<file path="config.mk">
export PLATFORM = sky130hd
export DESIGN_NAME = idle_detect_multi
export DESIGN_NICKNAME = d
export VERILOG_FILES = /design/src/rtl/idle_detect_multi.sv
export SDC_FILE = /design/constraint.sdc
export NUM_CORES = 1
export LEC_CHECK = 0
export CAP_MARGIN = 10
export CORE_UTILIZATION = 35
export DETAILED_ROUTE_END_ITERATION = 12
export HOLD_SLACK_MARGIN = 0.12
export PLACE_DENSITY = 0.65
export SYNTH_ARGS = -nofsm -noshare
export SYNTH_HDL_FRONTEND = slang
export SYNTH_SLANG_ARGS = --single-unit
</file>
<file path="constraint.sdc">
create_clock -name clk_4f -period 2.6 [get_ports clk_4f]
set_input_delay 0.26 -clock clk_4f [delete_from_list [all_inputs] [get_ports clk_4f]]
set_output_delay 0.26 -clock clk_4f [all_outputs]
set_load 0.02 [all_outputs]
</file>
<file path="src/rtl/idle_detect_multi.sv">
// rtl/idle_detect_multi.sv - multi-lane idle detector with hysteresis and link FSM
module idle_detect_multi #(
    parameter int                LANES     = 4,
    parameter int                WIDTH     = 8,
    parameter logic [WIDTH-1:0]  IDLE_SYM  = WIDTH'(8'h7C),
    parameter int                ENTER_CNT = 4,
    parameter int                EXIT_CNT  = 2
) (
    input  logic                   clk_4f,
    input  logic                   reset,
    input  logic                   active,
    input  logic [LANES-1:0]       valid_in,
    input  logic [LANES*WIDTH-1:0] data_in,
    output logic [LANES-1:0]       idle_out,
    output logic                   all_idle,
    output logic                   link_up,
    output logic [LANES-1:0]       lane_err
);

    localparam int MAX_CNT = (ENTER_CNT > EXIT_CNT) ? ENTER_CNT : EXIT_CNT;
    localparam int CW      = $clog2(MAX_CNT + 1);
    localparam logic [CW-1:0] ENTER_LAST = CW'(ENTER_CNT - 1);
    localparam logic [CW-1:0] EXIT_LAST  = CW'(EXIT_CNT - 1);
    localparam logic [CW-1:0] CNT_ONE    = CW'(1);

    typedef enum logic [1:0] {
        LINK_DOWN  = 2'd0,
        LINK_TRAIN = 2'd1,
        LINK_UP    = 2'd2
    } link_state_t;

    link_state_t state, state_nxt;

    logic [LANES-1:0] lane_act;
    logic [LANES-1:0] lane_act_nxt;
    logic [LANES-1:0] is_idle_sym;
    logic [LANES-1:0] data_qual;
    logic [LANES-1:0] idle_qual;
    logic [LANES-1:0] natural_drop;
    logic [CW-1:0]    cnt     [LANES];
    logic [CW-1:0]    cnt_nxt [LANES];
    logic             any_act_nxt;
    logic             all_act_nxt;

    for (genvar g = 0; g < LANES; g++) begin : g_lane_class
        assign is_idle_sym[g] = (data_in[g*WIDTH +: WIDTH] == IDLE_SYM);
    end

    assign data_qual = {LANES{active}} & valid_in & ~is_idle_sym;
    assign idle_qual = ~valid_in | is_idle_sym;

    // Per-lane hysteresis: one shared counter counts toward whichever transition applies.
    always_comb begin
        lane_act_nxt = lane_act;
        natural_drop = '0;
        for (int i = 0; i < LANES; i++) begin
            cnt_nxt[i] = cnt[i];
            if (lane_act[i]) begin
                if (!active) begin
                    lane_act_nxt[i] = 1'b0;
                    cnt_nxt[i]      = '0;
                end else if (idle_qual[i]) begin
                    if (cnt[i] == ENTER_LAST) begin
                        lane_act_nxt[i] = 1'b0;
                        cnt_nxt[i]      = '0;
                        natural_drop[i] = 1'b1;
                    end else begin
                        cnt_nxt[i] = cnt[i] + CNT_ONE;
                    end
                end else begin
                    cnt_nxt[i] = '0;
                end
            end else begin
                if (data_qual[i]) begin
                    if (cnt[i] == EXIT_LAST) begin
                        lane_act_nxt[i] = 1'b1;
                        cnt_nxt[i]      = '0;
                    end else begin
                        cnt_nxt[i] = cnt[i] + CNT_ONE;
                    end
                end else begin
                    cnt_nxt[i] = '0;
                end
            end
        end
    end

    assign any_act_nxt = |lane_act_nxt;
    assign all_act_nxt = &lane_act_nxt;

    always_ff @(posedge clk_4f) begin
        if (reset) begin
            state <= LINK_DOWN;
        end else begin
            state <= state_nxt;
        end
    end

    // Link decisions look at the lane next-state so link_up tracks the last lane without lag.
    always_comb begin
        state_nxt = state;
        case (state)
            LINK_DOWN: begin
                if (all_act_nxt) begin
                    state_nxt = LINK_UP;
                end else if (any_act_nxt) begin
                    state_nxt = LINK_TRAIN;
                end
            end
            LINK_TRAIN: begin
                if (all_act_nxt) begin
                    state_nxt = LINK_UP;
                end else if (!any_act_nxt) begin
                    state_nxt = LINK_DOWN;
                end
            end
            LINK_UP: begin
                if (!active || !any_act_nxt) begin
                    state_nxt = LINK_DOWN;
                end else if (!all_act_nxt) begin
                    state_nxt = LINK_TRAIN;
                end
            end
            default: state_nxt = LINK_DOWN;
        endcase
    end

    always_comb begin
        link_up = (state == LINK_UP);
    end

    always_ff @(posedge clk_4f) begin
        if (reset) begin
            lane_act <= '0;
            all_idle <= 1'b1;
            lane_err <= '0;
            for (int i = 0; i < LANES; i++) begin
                cnt[i] <= '0;
            end
        end else begin
            lane_act <= lane_act_nxt;
            all_idle <= ~any_act_nxt;
            if (state == LINK_UP) begin
                lane_err <= lane_err | natural_drop;
            end
            for (int i = 0; i < LANES; i++) begin
                cnt[i] <= cnt_nxt[i];
            end
        end
    end

    assign idle_out = ~lane_act;

endmodule

</file>
==> key figures, run 1 <==
Yosys
  • Xor and xnor fraction of the mapped netlist area: 0%
  • Mapped Area: 0.00133 mm²
  • Mux contribution to synthesized area: 2.26%
  • Share of the synthesized area in the top cell type: 34.6%
  • Adder-cell share of the synthesized area: 16.0%
  • Simple-Gate Fraction of Synth Area: a little under a quarter
  • Synth cell types: 30
  • Synth top area cells: dfxtp_1 (35%), ha_1 (16%), inv_1 (5.4%)
  • Ys Warns: 0
  • Largest family of logic cells by synthesized area: simple AND/OR/NAND/NOR gates
  • Synth area leader: dfxtp_1
  • Compound-cell area share of the yosys netlist: 18.0%
  • Syn Nets: 204
  • Post-Syn Area per Cell: between 8 and 9 µm²
  • Synth Register Bits: 23
  • Cells after synthesis: approximately 150
  • Seq/Total Area, Yosys: 34.6%

Final layout
  • Register area: 460 µm²
  • Post-layout nets: 256
  • Area Overhead vs Synth: 44.0%
  • Multi-input logic area: 792 µm²
  • Share of cells above drive strength 1: about 5.0%
  • N_diodes: 0
  • Design Area, Final: 0.00192 mm²
  • Fill cells: 355

Status
  • Outcome: finished, final reports clean

Routing
  • Final ANT Viol Nets: 0
  • Starting DRT DRC Count: 43
  • DR vias: around 1,200
  • Routed WL: 3110 µm
  • Vias/cell: 4.94
  • DR DRC count: 0
  • WL/cell: 12.6 µm
  • First drt pass iteration count: 4

Job
  • # Max-Cap Violations: 0

Global route
  • Antenna violations before repair: 0
  • Largest net degree at the start of global routing: 13
  • GRT Total Usage: 16.1%
  • First-pass GRT wire length: 5200 µm
  • Vias in the first global route: 1,254
  • Grt total ovfl: 0

Clock network
  • Clk sinks: 23
  • Clock tree buffer depth: 2
  • CTS tree: done
  • H-tree depth: 1
  • CTS root buffer: clkbuf_8
  • Num CTS Buffers: 3
  • CTS Hold Bufs: 0
  • Clock Latency Late Sink: 260 ps
  • CTS clk-pin slew, worst paths: 80 ps
  • CTS resizes: 0
  • Post-CTS setup-driven buffer insertion count: 0

Hold path
  • Hold Path Class: reg -> reg

STA
  • Max Clock Freq: 0.501 GHz
  • Setup Skew: 1.96 ps
  • Max-slew headroom: 65.8%
  • Final Hold Fails: 0
  • Period utilization: 76.8%
  • Final TNS setup: 0 ps
  • Slew Limit Fails: 0
  • Tmin final: 2000 ps
  • Worst Tran Pin Value: 508 ps
  • RSZ-0062 raised after global routing: false
  • # setup viols final: 0

Pwr
  • Comb pwr share: 17.9%
  • Clock Power Share: a little under a third
  • P per Cell Area: 372 mW/mm²
  • Switching Share: 23.2%
  • Maximum vdd drop: around 0.28 mV
  • Sw power: 165 µW
  • Part of the power in registers: between 50% and 60%
  • Leakage: 0.762 nW
  • Internal Power: 547 µW

Die
  • Die area: ~0.0041 mm²
  • Die width: between 60 and 70 µm
  • Core area: 0.00366 mm²
  • Initial Util: 36.4%
  • Rows: 22
  • Ports: 49
  • Die Span Y: 63.7 µm

Critical path
  • Crit path arrival time: between 2000 and 2500 ps
  • Critical path launch point type: input pin
  • Critical path class: in -> reg
  • Crit end category: flop
  • Critical path fanouts, max: 4
  • Critical Path RT: 2760 ps

Placement
  • GPL Wtd Cong: 0.778
  • Placed inst area: ~0.0019 mm²
  • Post-DP HPWL: 2470 µm
  • I/O Buffers: 48
-- path summary, 6_finish.rpt --
check / startpoint / depth (start not counted) / endpoint / slack [ps]
worst max-delay path: data_in[12] / 6 / state[0] / 600
worst min-delay path: cnt[2][0] / 1 / cnt[2][0] / 450
worst max register to register: cnt[2][0] / 6 / state[0] / 790
worst min register to register: cnt[2][0] / 1 / cnt[2][0] / 450
-- kinds of logic (layout without fill, tap and decap cells) --
kind of cell | count (synthesis) | after routing
AND/OR/NAND/NOR | 57 | 57
AO/OA/AOI/OAI | 27 | 27
flip-flops | 23 | 23
buffers and inverters | 21 | 72
adder cells (fa/ha/maj) | 17 | 17
multiplexers | 3 | 3
-- metrics by stage --
stage / utilization, % / hold WS, ps / worst slack, ps / instances / power [mW]
2_1_floorplan: - / 421 / 893 / 148 / 0.421
3_3_place_gp: 51.1 / 431 / 376 / 243 / 0.497
3_5_place_dp: 51.1 / 444 / 323 / 243 / 0.500
4_1_cts: 52.4 / 460 / 604 / 247 / 0.722
5_1_grt: 52.4 / 474 / 550 / 247 / 0.748
6_report: 52.4 / 454 / 604 / 247 / 0.712
-- layout by cell type, fill, tap and decap left out --
cell / instances
mux2i_1: 3
and2_1: 5
nor2_1: 17
or3b_1: 1
a31oi_1: 4
nand4b_1: 3
buf_4: 1
dfxtp_1: 23
nor4_1: 3
a21o_1: 3
clkbuf_8: 3
nand4_1: 1
a211oi_1: 1
o41ai_2: 3
inv_1: 19
o32ai_1: 4
and3_1: 2
nand2b_1: 4
nor3_1: 3
nand3_1: 1
clkbuf_1: 1
nand4b_4: 1
ha_1: 17
a2bb2oi_1: 1
a41oi_1: 3
nor2b_1: 2
nand2_1: 13
a21oi_1: 5
clkdlybuf4s50_1: 48
o22a_1: 1
or4_4: 1
o21ai_0: 1
o41ai_4: 1
-- worst max-delay path, cell delays in order --
cell	delay, ps
clkdlybuf4s50_1	510
nand4b_4	120
o41ai_4	350
o32ai_1	190
or4_4	540
and3_1	190
-- per-layer routing --
metal / up-vias / track usage [%] / part of all wire [%]
li1: 622 / - / -
met1: 563 / 18.4 / 47
met2: 29 / 29.4 / 48
met3: 5 / 2.90 / 3.6
met4: 0 / 5.97 / 1.3
met5: - / 0 / 0
-- area by class of cell --
cell class | count | area share [%]
flip-flops and latches | 23 | 24.0
inverters | 19 | 3.72
multi-input cells | 104 | 41.3
well taps | 48 | 3.13
clock buffers | 4 | 2.35
repair buffers | 49 | 25.5
-- power groups by stage --
stage	registers, mW	logic [mW]	clock network, mW
2_1_floorplan	0.372	0.0484	0
3_3_place_gp	0.372	0.125	0
3_5_place_dp	0.372	0.128	0
4_1_cts	0.364	0.129	0.230
5_1_grt	0.365	0.139	0.244
6_report	0.364	0.127	0.221
-- sequential cells by signal, summed over array words and instances, names as in the netlist --
name / cells
all_idle: 1
lane_err: 4
cnt: 12
lane_act: 4
state: 2
-- cell usage after synthesis, drive strengths merged --
cell type / number
o41ai: 4
or3b: 1
o21ai: 1
a21o: 3
a2bb2oi: 1
nand4b: 4
a211oi: 1
nor2: 17
nor4: 3
nand2: 13
clkbuf: 2
a21oi: 5
o22a: 1
mux2i: 3
dfxtp: 23
nand3: 1
nor2b: 2
and2: 5
nand2b: 4
a31oi: 4
nand4: 1
nor3: 3
ha: 17
or4: 1
a41oi: 3
inv: 19
o32ai: 4
and3: 2
(Power assumes the default switching activity.)
==> inputs of run 2 (changes only) <==
PLACE_DENSITY = 0.68   (was 0.65)
clock period = 1.8 ns   (was 2.6 ns; I/O delays follow)
==> run 2 against run 1 <==
Against the previous run: sequential cell count unchanged; worst setup slack worse by 550 ps; combinational power up 73%; core utilization up 6.5 points; critical endpoint unchanged; sequential share of layout area down 2.4 points.
==> key figures, run 2 (same netlist as run 1, synthesis figures left out) <==
Routing
  • DR vias: 1,322 (was 1,219)
  • First drt pass iteration count: 4 (unchanged)
  • Max layer used: met4 (unchanged)
  • Starting DRT DRC Count: 19 (was 43)
  • Met3 WL: 158 µm (was 111 µm)
  • Routed length on met1: 1360 µm (was 1470 µm)
  • Routed WL: 3430 µm (was 3110 µm)
  • Vias/cell: 4.95 (was 4.94)
  • Met2 WL: 1840 µm (was 1490 µm)
  • WL/cell: 12.9 µm (was 12.6 µm)
  • DR DRC count: 0 (unchanged)
  • Final ANT Viol Nets: 0 (unchanged)

Critical path
  • CP cell instances: ha_2 > ha_2 > nand2b_1 > o32ai_1 > or4_4 > and3_4 (was clkdlybuf4s50_1 > nand4b_4 > o41ai_4 > o32ai_1 > or4_4 > and3_1)
  • Worst path max stage delay: 510 ps (was 540 ps)
  • Critical path fanouts, max: 3 (was 4)
  • Critical path launch point type: flop (was input pin)
  • Crit path top cell by count: ha_2
  • Crit end category: flop (unchanged)
  • Critical path class: reg -> reg (was in -> reg)
  • Slowest stage cell, crit path: or4_4 (unchanged)
  • Reg2reg start: cnt[0][0] (was cnt[2][0])
  • Critical Path RT: 1970 ps (was 2760 ps)
  • Worst setup path start: cnt[0][0] (was data_in[12])
  • Crit path arrival time: 1910 ps (was 2150 ps)

Die
  • Die Span Y: 63.7 µm (unchanged)
  • Initial Util: 36.4% (unchanged)
  • Core area: 0.00366 mm² (unchanged)
  • Die width: 63.7 µm (unchanged)
  • Ports: 49 (unchanged)
  • Rows: 22 (unchanged)
  • Die area: 0.00405 mm² (unchanged)

Clock network
  • CTS root buffer: clkbuf_8 (unchanged)
  • CTS tree: done (unchanged)
  • CTS Hold Bufs: 0 (unchanged)
  • Clock tree buffer depth: 2 (unchanged)
  • Clock Latency Late Sink: 270 ps (was 260 ps)
  • Clk sinks: 23 (unchanged)
  • H-tree depth: 1 (unchanged)
  • CTS clk-pin slew, worst paths: 80 ps (about the same)
  • Num CTS Buffers: 3 (unchanged)

STA
  • Final Hold Fails: 0 (unchanged)
  • Worst Tran Pin Value: 471 ps (was 508 ps)
  • # setup viols final: 0 (unchanged)
  • Slew Limit Fails: 0 (unchanged)
  • Worst hold slack: 425 ps (was 454 ps)
  • Post-route worst setup slack: 58.9 ps (was 604 ps)
  • Final TNS setup: 0 ps (unchanged)
  • Tmin final: 1740 ps
  • Max-slew headroom: 68.5% (was 65.8%)
  • Period utilization: between 90% and 100%
  • Max Clock Freq: 0.574 GHz
  • Setup Skew: 8.28 ps (was 1.96 ps)

Final layout
  • Register area: 465 µm² (was 460 µm²)
  • Most frequent cells in the layout: clkdlybuf4s50_1 (40), buf_4 (21), inv_1 (19), dfxtp_1 (19), nor2_1 (17) (was clkdlybuf4s50_1 (48), dfxtp_1 (23), inv_1 (19), nor2_1 (17), ha_1 (17))
  • Multi-input logic area: 855 µm² (was 792 µm²)
  • Fill cells: 354 (was 355)
  • Share of cells above drive strength 1: 20.5% (was 5.03%)
  • Largest register FFs: 12 (unchanged)
  • Largest register by flop count: cnt (unchanged)
  • Post-layout nets: 276 (was 256)
  • N_diodes: 0 (unchanged)
  • Most common cell after layout, fill and taps aside: clkdlybuf4s50_1 (unchanged)
  • Area Overhead vs Synth: 61.8% (was 44.0%)
  • Largest registers: cnt (12), lane_act (4), lane_err (4) (unchanged)
  • Utilization after layout: 58.9% (was 52.4%)

Placement
  • Dpl ws: -329 ps (was 323 ps)
  • I/O Buffers: 48 (unchanged)
  • GPL Wtd Cong: 0.810 (was 0.778)
  • Post-DP HPWL: 2800 µm (was 2470 µm)

Pwr
  • Leakage: 0.931 nW (was 0.762 nW)
  • P per Cell Area: 497 mW/mm² (was 372 mW/mm²)
  • Maximum vdd drop: 0.264 mV (was 0.282 mV)
  • Total Power: 1.07 mW (was 712 µW)

Status
  • Outcome: finished, final reports clean (unchanged)

Hold path
  • Worst Min Path Start: cnt[2][0] (unchanged)
  • Hold Path Class: reg -> reg (unchanged)

Job
  • # Max-Cap Violations: 0 (unchanged)

Global route
  • GRT Total Usage: 18.0% (was 16.1%)
  • Antenna violations before repair: 0 (unchanged)
  • Largest net degree at the start of global routing: 13 (unchanged)
  • First-pass GRT wire length: 5660 µm (was 5200 µm)
  • Vias in the first global route: 1,416 (was 1,254)
  • Grt total ovfl: 0 (unchanged)
## run 2: changes by cell type in the layout (fill, tap and decap cells not counted), sizes merged
cell / delta
dlymetal6s2s: +8
clkdlybuf4s50: -8
buf: +20
## run 2: final timing paths
kind	endpoint	slack [ps]	cells past startpoint
max reg2reg	state[0]	60	6
max	state[0]	60	6
min reg2reg	cnt[2][0]	420	1
min	cnt[2][0]	420	1
## run 2: area by class of cell
class | count | share of cell area (%)
multi-input combinational | 104 | 39.7
inverter | 19 | 3.31
tap | 48 | 2.79
sequential | 23 | 21.6
timing repair buffer | 69 | 30.5
clock buffer | 4 | 2.09
## run 2: layer usage
layer / vias to the layer above / track usage (%)
met2: 33 / 34.7
met1: 622 / 17.7
met4: 0 / 9.94
met5: - / 0
li1: 663 / -
met3: 4 / 3.26
## run 2: stage by stage
step           instances  instance area (µm²)
2_1_floorplan        148                 1330
3_5_place_dp         262                 2010
4_1_cts              266                 2090
5_1_grt              267                 2150
6_report             267                 2150
3_3_place_gp         262                 2010
## run 2: repair_timing
action                     in CTS  in global routing
setup endpoints to repair       1                  1
setup buffers                   0                  1
resized for setup               5                 19
pin swaps                       2                  7
## run 2: power by group
| group | internal, mW | total (mW) | switching [mW] |
|---|---|---|---|
| Combinational | 0.137 | 0.220 | 0.0824 |
| Sequential | 0.519 | 0.527 | 0.00809 |
| Clock | 0.158 | 0.324 | 0.166 |
## run 2: worst max-delay path: cells and delay by family, from the launching register on
family	cells	cell delay (ps)
adders and majority gates	2	360
AOI/OAI and AO/OA	1	130
DFF	1	350
and+or+nand+nor	3	810
